[src/rtl/sdram_arb_pkg.sv]
// Shared types and constants for the SDRAM port arbiter.
package sdram_arb_pkg;

    typedef enum logic [1:0] {
        IDLE = 2'd0,
        REQ  = 2'd1,
        WAIT = 2'd2
    } state_t;

    // Write-capable ROM download port; always wins arbitration.
    localparam int unsigned LOADER_PORT = 0;

endpackage

[src/rtl/rr_arbiter.sv]
// Fixed-priority loader port plus round-robin among ports 1..N-1.
module rr_arbiter
    import sdram_arb_pkg::*;
#(
    parameter int unsigned NUM_PORTS = 4,
    parameter int unsigned IDX_W     = $clog2(NUM_PORTS)
) (
    input  logic                 i_clk,
    input  logic                 i_reset_n,
    input  logic [NUM_PORTS-1:0] i_req,
    input  logic                 i_update,
    output logic                 o_any,
    output logic [NUM_PORTS-1:0] o_grant
);

    logic [IDX_W-1:0] r_ptr;
    logic [IDX_W-1:0] w_idx;
    logic             w_found;

    // Port index 'off' steps past the pointer, wrapping N-1 back to 1 (port 0 never in the ring).
    function automatic logic [IDX_W-1:0] rr_index(input logic [IDX_W-1:0] ptr,
                                                  input int unsigned    off);
        int unsigned c;
        c = 32'(ptr) + off;
        if (c >= NUM_PORTS) begin
            c = c - (NUM_PORTS - 1);
        end
        return IDX_W'(c);
    endfunction

    // Loader first, otherwise the first requester at or after the pointer.
    always_comb begin
        w_found = 1'b0;
        w_idx   = '0;
        if (i_req[LOADER_PORT]) begin
            w_found = 1'b1;
            w_idx   = IDX_W'(LOADER_PORT);
        end else begin
            for (int unsigned k = 0; k < NUM_PORTS - 1; k++) begin
                if (!w_found && i_req[rr_index(r_ptr, k)]) begin
                    w_found = 1'b1;
                    w_idx   = rr_index(r_ptr, k);
                end
            end
        end
    end

    // One-hot form of the selected index.
    always_comb begin
        o_grant = '0;
        if (w_found) begin
            o_grant[w_idx] = 1'b1;
        end
    end

    assign o_any = w_found;

    // Pointer moves just past the granted port; a loader grant lands it back on port 1.
    always_ff @(posedge i_clk or negedge i_reset_n) begin
        if (!i_reset_n) begin
            r_ptr <= IDX_W'(1);
        end else if (i_update && w_found) begin
            if (32'(w_idx) == NUM_PORTS - 1) begin
                r_ptr <= IDX_W'(1);
            end else begin
                r_ptr <= w_idx + 1'b1;
            end
        end
    end

endmodule

[src/rtl/sdram_arbiter.sv]
// Shares one SDRAM controller port among a loader port and round-robin ROM fetch ports.
module sdram_arbiter
    import sdram_arb_pkg::*;
#(
    parameter int unsigned NUM_PORTS  = 4,
    parameter int unsigned ADDR_WIDTH = 23,
    parameter int unsigned DATA_WIDTH = 32
) (
    input  logic                            i_clk,
    input  logic                            i_reset_n,
    input  logic [NUM_PORTS-1:0]            i_port_req,
    input  logic                            i_port_we,
    input  logic [NUM_PORTS*ADDR_WIDTH-1:0] i_port_addr,
    input  logic [DATA_WIDTH-1:0]           i_port_data,
    output logic [NUM_PORTS-1:0]            o_port_ack,
    output logic [NUM_PORTS-1:0]            o_port_valid,
    output logic [DATA_WIDTH-1:0]           o_port_q,
    output logic [ADDR_WIDTH-1:0]           o_sdram_addr,
    output logic [DATA_WIDTH-1:0]           o_sdram_data,
    output logic                            o_sdram_we,
    output logic                            o_sdram_req,
    input  logic                            i_sdram_ack,
    input  logic                            i_sdram_valid,
    input  logic [DATA_WIDTH-1:0]           i_sdram_q
);

    state_t                r_state;
    state_t                w_state_next;
    logic                  w_any;
    logic [NUM_PORTS-1:0]  w_grant;
    logic                  w_issue;
    logic [ADDR_WIDTH-1:0] w_sel_addr;
    logic                  w_ack_now;
    logic                  w_valid_now;

    logic [NUM_PORTS-1:0]  r_owner;
    logic [ADDR_WIDTH-1:0] r_addr;
    logic [DATA_WIDTH-1:0] r_data;
    logic [DATA_WIDTH-1:0] r_q;
    logic                  r_we;
    logic                  r_req;

    rr_arbiter #(
        .NUM_PORTS (NUM_PORTS)
    ) u_rr_arbiter (
        .i_clk     (i_clk),
        .i_reset_n (i_reset_n),
        .i_req     (i_port_req),
        .i_update  (w_issue),
        .o_any     (w_any),
        .o_grant   (w_grant)
    );

    // AND-OR mux of the granted port's address slice.
    always_comb begin
        w_sel_addr = '0;
        for (int i = 0; i < NUM_PORTS; i++) begin
            if (w_grant[i]) begin
                w_sel_addr = w_sel_addr | i_port_addr[i*ADDR_WIDTH +: ADDR_WIDTH];
            end
        end
    end

    // Controller handshake events that complete the current transaction's phases.
    assign w_ack_now   = (r_state == REQ) && i_sdram_ack;
    assign w_valid_now = !r_we && i_sdram_valid && ((r_state == WAIT) || w_ack_now);

    // Next-state logic; ack and valid together on a read skip WAIT.
    always_comb begin
        w_state_next = r_state;
        w_issue      = 1'b0;
        case (r_state)
            IDLE: begin
                if (w_any) begin
                    w_issue      = 1'b1;
                    w_state_next = REQ;
                end
            end
            REQ: begin
                if (i_sdram_ack) begin
                    w_state_next = (r_we || i_sdram_valid) ? IDLE : WAIT;
                end
            end
            WAIT: begin
                if (i_sdram_valid) begin
                    w_state_next = IDLE;
                end
            end
            default: w_state_next = IDLE;
        endcase
    end

    // State register.
    always_ff @(posedge i_clk or negedge i_reset_n) begin
        if (!i_reset_n) begin
            r_state <= IDLE;
        end else begin
            r_state <= w_state_next;
        end
    end

    // Latch the granted command and hold it for the controller until ack.
    always_ff @(posedge i_clk or negedge i_reset_n) begin
        if (!i_reset_n) begin
            r_req   <= 1'b0;
            r_we    <= 1'b0;
            r_addr  <= '0;
            r_data  <= '0;
            r_owner <= '0;
        end else if (w_issue) begin
            r_req   <= 1'b1;
            r_addr  <= w_sel_addr;
            r_we    <= w_grant[LOADER_PORT] & i_port_we;
            r_data  <= w_grant[LOADER_PORT] ? i_port_data : '0;
            r_owner <= w_grant;
        end else if (w_ack_now) begin
            r_req   <= 1'b0;
        end
    end

    // Read data is kept until the next genuine read return.
    always_ff @(posedge i_clk or negedge i_reset_n) begin
        if (!i_reset_n) begin
            r_q <= '0;
        end else if (w_valid_now) begin
            r_q <= i_sdram_q;
        end
    end

    assign o_port_ack   = w_ack_now   ? r_owner : '0;
    assign o_port_valid = w_valid_now ? r_owner : '0;
    // Fresh data is forwarded in the valid cycle so it lines up with the pulse.
    assign o_port_q     = w_valid_now ? i_sdram_q : r_q;
    assign o_sdram_addr = r_addr;
    assign o_sdram_data = r_data;
    assign o_sdram_we   = r_we;
    assign o_sdram_req  = r_req;

endmodule
[config.mk]
export PLATFORM = sky130hd
export DESIGN_NAME = sdram_arbiter
export DESIGN_NICKNAME = d
export VERILOG_FILES = /design/src/rtl/sdram_arb_pkg.sv /design/src/rtl/rr_arbiter.sv /design/src/rtl/sdram_arbiter.sv
export SDC_FILE = /design/constraint.sdc
export NUM_CORES = 1
export LEC_CHECK = 0
export BUFFER_PORTS_ARGS = -buffer_cell sky130_fd_sc_hd__buf_2
export CORE_MARGIN = 8
export CORE_UTILIZATION = 30
export CTS_BUF_LIST = sky130_fd_sc_hd__clkbuf_2 sky130_fd_sc_hd__clkbuf_4 sky130_fd_sc_hd__clkbuf_8
export CTS_CLUSTER_SIZE = 30
export DETAILED_ROUTE_END_ITERATION = 12
export GPL_ROUTABILITY_DRIVEN = 0
export PLACE_DENSITY = 0.59
export SETUP_SLACK_MARGIN = 0.1
export SYNTH_ARGS = -nofsm -noshare
export SYNTH_HDL_FRONTEND = slang
export SYNTH_SLANG_ARGS = --single-unit
[constraint.sdc]
create_clock -name i_clk -period 3.15 [get_ports i_clk]
set_input_delay 0.63 -clock i_clk [delete_from_list [all_inputs] [get_ports i_clk]]
set_output_delay 0.63 -clock i_clk [all_outputs]
set_load 0.01 [all_outputs]
==> reports/metrics.cfg, run 1 <==
[status]
status=finished clean

[clock_network]
worstSkewPairLatency_ns=0.37
cts_buffers=9
cts_hold_buf=0
clk_pin_slew_ns=0.11
clockBufferDepth=2
cts-root-buf=clkbuf_8
cts.sinks=97
cts_tree=done
ctsHtreeMaxLevel=3

[global_routing]
antenna_found_initial=0
grt_usage_pct=16.05
grt_remaining_overflow=0
grt_pass1_vias=4759
grt_max_degree=62
grt_pass1_wl_mm=25.41

[layout]
seq_area_um2=2429
num-nets-final=804
multi_input_area_um2=2101
post_route_cells_drive_above_1_share_pct=55.80
fillCellCount=1496
final_util_pct=42.94
instances_no_fill=849
area_delta_synth_final_pct=39.78
antennaDiodeCount=0

[synthesis]
ys_seq_area_share_pct=51.82
synth_xor_area_share_pct=0
yosys.area_share.simple_pct=8.783
synth_compound_area_share_pct=21.57
synth_edf_count=0
synth_top_family_by_area=compound AO/OA/AOI/OAI gates
synth_fa_ha_area_share_pct=1.602
synth_seq_cells=97
syn_avg_cell_area_um2=12.27
ys_async_sr_fraction_pct=100.0
syn_inst=382
synth_flop_cell=dfrtp_1
syn_area_um2=4687
yosysWarningCount=0
synthMuxAreaShare_pct=11.16
yosysUniqueCellTypes=39
synthesis.nets=553

[timing]
setup_viol=0
period_share_pct=96.39
fin_crit_ns=3.036
hold_ws_ns=0.2079
finClkSkew_ns=0.01938
final-hold-violation-count=0
setup_ws_ns=0.1138
worst_pin_slew_ns=0.7677
max_clock_freq_mhz=329.4
relSlewSlack_pct=48.70
rsz0062_at_grt=yes
fin_tns_setup_ns=0
drv_slew=0

[placed_design]
pre_cts_slack_ns=-0.03087
portBuffers=261
dpl.hpwl_mm=12.11
dp_cells=831

[run]
maxCapViolations=0

[worst_setup_path]
cp_data_required_time_ns=3.40
cpMaxStageDelayCell=dfstp_2
arrival_ns=3.28
endpoint_kind=flip-flop
critical_path_class=reg -> reg
crit_chain=inv_1, ha_4, buf_4, mux2i_1, nor3_1, a21oi_1, a221o_1, ha_2, buf_12, a22oi_1, nand3_1, o22a_1
cp_max_fo=24
max_stage_delay_ns=0.60
cp-start-kind=flip-flop

[route]
drc=0
dr.pass1.iters=4
drt_iter0_drc=179
drt-total-wl_mm=15.97
ant_nets=0
drt-vias-per-instance=5.013
wl_per_cell_um=18.82
num_vias=4256

[power]
p_leak_uw=0.003098
power_density_nw_per_um2=1002
ir_drop_mv=0.3723

[floorplan]
core_um2=15260
die_w_um=141.0
num_rows=45
io_pins=262
initial_core_util_pct=30.72
die_area_um2=19880
fp.dieH_um=141.0

[hold_path]
worstHoldPathType=in -> async

[where the power goes]
group          switching (µW)  leakage, µW  internal [µW]
Clock                     456     0.000110            460
Sequential                279      0.00117           1820
Combinational            1910      0.00181           1640
Total                    2640      0.00310           3920
[worst max-delay path: cells and delay by family, from the launching register on]
family / cells / cell delay [ns]
fa+ha+maj: 2 / 0.45
mux: 1 / 0.11
compound gates: 4 / 0.95
simple gates: 2 / 0.41
buf+inv: 3 / 0.40
flops: 1 / 0.60
[flip-flops by register name, indices dropped and copies added, names as in the netlist]
name and flops:
o_sdram_data 32, r_q 32, o_sdram_addr 23, o_sdram_req 1, r_owner 4, r_state 2, o_sdram_we 1, u_rr_arbiter.r_ptr 2
[worst paths after layout]
| check | slack [ns] | start | end | depth (start not counted) |
|---|---|---|---|---|
| setup / recovery | 0.11 | u_rr_arbiter.r_ptr[0] | o_sdram_addr[18] | 12 |
| hold reg to reg | 0.49 | o_sdram_data[26] | o_sdram_data[26] | 1 |
| hold / removal | 0.21 | i_reset_n | o_sdram_data[12] | 1 |
| max in group asynchronous | 2.17 | i_reset_n | u_rr_arbiter.r_ptr[0] | 2 |
| min in group i_clk | 0.42 | i_sdram_valid | r_state[1] | 2 |
| setup reg to reg | 0.11 | u_rr_arbiter.r_ptr[0] | o_sdram_addr[18] | 12 |
[cells in the final DEF, fill, tap and decap left out, types with 6 or more instances in the layout]
cell type,n
mux2_2,34
buf_4,6
nand3_1,56
o2bb2ai_2,10
and2_1,8
buf_12,8
a22oi_1,41
dfrtp_1,96
buf_2,260
clkbuf_8,9
o22a_1,23
o2bb2ai_1,23
[layer usage]
layer / track usage, % / vias up / wire, µm
met2: 27.40 / 205 / 7845
met5: 0 / - / 0
met1: 18.02 / 2063 / 6439
met4: 5.882 / 0 / 234
li1: - / 1971 / -
met3: 5.908 / 17 / 1454
[area by class of cell]
class | instances | area share, %
clock buffer | 10 | 2.005
clock inverter | 6 | 1.375
inverter | 4 | 0.2292
multi-input combinational | 246 | 32.07
sequential | 97 | 37.07
tap | 211 | 4.030
timing repair buffer | 275 | 23.22
[cells by family (layout without fill, tap and decap cells)]
logic type | Yosys count | count (layout)
DFF | 97 | 97
adders and majority gates | 6 | 6
and+or+nand+nor | 80 | 80
muxes | 44 | 44
buffers and inverters | 39 | 295
AOI/OAI and AO/OA | 116 | 116
[per-stage QoR]
step / area (µm²) / power (µW)
after floorplan: 4687 / 4324
after global placement: 6245 / 5502
after detailed placement: 6245 / 5617
after CTS: 6480 / 6573
after global routing: 6551 / 7056
final: 6551 / 6567
[cell usage after synthesis, drive strengths merged, types with 2 or more instances]
| cell | number | area share (%) |
|---|---|---|
| mux2i | 5 | 1.1 |
| o22a | 23 | 4.3 |
| clkbuf | 21 | 1.7 |
| o2bb2ai | 33 | 7.5 |
| a221o | 2 | 0.43 |
| a22oi | 46 | 7.4 |
| o21a | 2 | 0.48 |
| inv | 4 | 0.32 |
| and2 | 8 | 1.1 |
| nor3 | 2 | 0.21 |
| nand2 | 3 | 0.24 |
| ha | 6 | 1.6 |
| a21oi | 2 | 0.21 |
| mux4 | 3 | 1.4 |
| o21ai | 4 | 0.67 |
| mux2 | 36 | 8.6 |
| buf | 14 | 3.1 |
| nor2 | 5 | 0.40 |
| nand3 | 56 | 6.0 |
| dfrtp | 96 | 51 |
[what timing repair did]
action                     4_1_cts  5_1_grt
buffers inserted                 0        2
resized for setup                5       12
pin swaps                        0        4
setup endpoints to repair       46       56
(Power assumes the default switching activity.)
==> inputs of run 2 (changes only) <==
--- a/config.mk
+++ b/config.mk
@@ -6,13 +6,15 @@
 export NUM_CORES = 1
 export LEC_CHECK = 0
 export BUFFER_PORTS_ARGS = -buffer_cell sky130_fd_sc_hd__buf_2
+export CELL_PAD_IN_SITES_DETAIL_PLACEMENT = 2
+export CELL_PAD_IN_SITES_GLOBAL_PLACEMENT = 2
 export CORE_MARGIN = 8
-export CORE_UTILIZATION = 30
+export CORE_UTILIZATION = 24
 export CTS_BUF_LIST = sky130_fd_sc_hd__clkbuf_2 sky130_fd_sc_hd__clkbuf_4 sky130_fd_sc_hd__clkbuf_8
 export CTS_CLUSTER_SIZE = 30
 export DETAILED_ROUTE_END_ITERATION = 12
 export GPL_ROUTABILITY_DRIVEN = 0
-export PLACE_DENSITY = 0.59
+export PLACE_DENSITY = 0.76
 export SETUP_SLACK_MARGIN = 0.1
 export SYNTH_ARGS = -nofsm -noshare
 export SYNTH_HDL_FRONTEND = slang
==> reports/metrics.cfg, run 2 (same netlist as run 1, synthesis figures left out) <==
[worst_setup_path]
arrival_ns=3.23
cpMaxStageDelayCell=dfstp_2
max_stage_delay_ns=0.59
endpoint_kind=flip-flop
rrSetupSlack_ns=0.17
crit_top_cell=ha_4
crit_chain=inv_1, ha_4, mux4_2, nor2_4, nand2_1, a221o_1, ha_4, buf_12, a22oi_1, nand3_1, o22a_1
cp-start-kind=flip-flop
cp_data_required_time_ns=3.41
cp_max_fo=23
critical_path_class=reg -> reg

[run]
maxCapViolations=0

[power]
total_power_uw=6723
p_leak_uw=0.003110
ir_drop_mv=0.3066
power_density_nw_per_um2=1013

[layout]
post_route_cells_drive_above_1_share_pct=55.76
instances_no_fill=908
final_common_cell=buf_2
num-nets-final=808
final_cell_mix=buf_2 (260), dfrtp_1 (96), nand3_1 (56)
fillCellCount=2141
final_util_pct=34.33
area_delta_synth_final_pct=41.62

[route]
wl_per_cell_um=21.54
drt_iter0_drc=126
dr.pass1.iters=4
drc=0
drt-vias-per-instance=4.862
route.met3.wl_mm=1.720
drt-total-wl_mm=19.56
met1Wirelength_mm=8.164
routed.top_layer=met5
num_vias=4415
ant_nets=0
wl_met2_mm=9.353

[floorplan]
die_area_um2=24260
initial_core_util_pct=24.24
io_pins=262
die_w_um=155.7
fp.dieH_um=155.7
num_rows=51
core_um2=19330

[clock_network]
cts-root-buf=clkbuf_8
ctsHtreeMaxLevel=3
clk_pin_slew_ns=0.11
clockBufferDepth=2
cts_buffers=9
cts_hold_buf=0
cts_tree=done
worstSkewPairLatency_ns=0.37
cts.sinks=97

[timing]
rsz0062_at_grt=yes
final-hold-violation-count=0
drv_slew=0
fin_crit_ns=2.977
period_share_pct=94.50
finClkSkew_ns=0.01019
hold_ws_ns=0.3175
max_clock_freq_mhz=336.0
relSlewSlack_pct=64.93
setup_viol=0
worst_pin_slew_ns=0.5261

[hold_path]
worstHoldPathType=in -> async

[global_routing]
grt_max_degree=98
grt_remaining_overflow=0
antenna_found_initial=2
grt_usage_pct=15.73
grt_pass1_wl_mm=29.94
grt_pass1_vias=5165

[placed_design]
dp_cells=885
dpl.hpwl_mm=15.16
portBuffers=261

[status]
status=finished clean

[run 2: what timing repair did]
action,CTS,global route
endpoints found under the setup margin,57,41
pin swaps,0,4
setup buffers,3,3
gates resized for setup,6,9
[run 2: worst paths after layout]
kind,from,endpoint,depth (start not counted)
min in group i_clk,i_sdram_valid,r_state[1],2
max in group asynchronous,i_reset_n,u_rr_arbiter.r_ptr[0],2
max reg2reg,u_rr_arbiter.r_ptr[0],o_sdram_addr[16],11
min,i_reset_n,o_sdram_data[26],2
min reg2reg,o_sdram_data[21],o_sdram_data[21],1
max,u_rr_arbiter.r_ptr[0],o_sdram_addr[16],11
[run 2: final cells by class]
cell class | count | area (µm²) | share of cell area [%]
Antenna cell | 1 | 2.502 | 0.03770
Clock buffer | 9 | 123.9 | 1.866
Clock inverter | 7 | 85.08 | 1.282
Inverter | 4 | 15.01 | 0.2262
Multi-Input combinational cell | 246 | 2103 | 31.69
Sequential cell | 97 | 2429 | 36.59
Tap cell | 265 | 331.6 | 4.995
Timing Repair Buffer | 279 | 1548 | 23.32
[run 2: stage by stage]
step	setup slack, ns	cell area (µm²)	TNS [ns]
5_1_grt	0.08555	6635	0
2_1_floorplan	0.1657	4687	0
6_report	0.1734	6638	0
3_5_place_dp	-0.04390	6312	-0.1328
4_1_cts	0.1234	6570	0
3_3_place_gp	0.1450	6312	0
[run 2: metal layers]
metal,track usage [%],vias up
li1,-,1974
met1,18.15,2199
met2,26.74,220
met3,5.928,20
met4,4.436,2
met5,0,-
[run 2: power breakdown]
group | internal [µW] | total, µW | switching, µW
registers | 1820 | 2110 | 290
clock network | 383 | 877 | 494
logic | 1660 | 3730 | 2070
total | 3870 | 6720 | 2860
[run 2: critical path, delay by kind of cell (launching register included)]
kind	cells	cell delay (ns)
fa+ha+maj	2	0.52
mux	1	0.35
simple gates	3	0.31
compound gates	3	0.84
buf+inv	2	0.25
flops	1	0.59
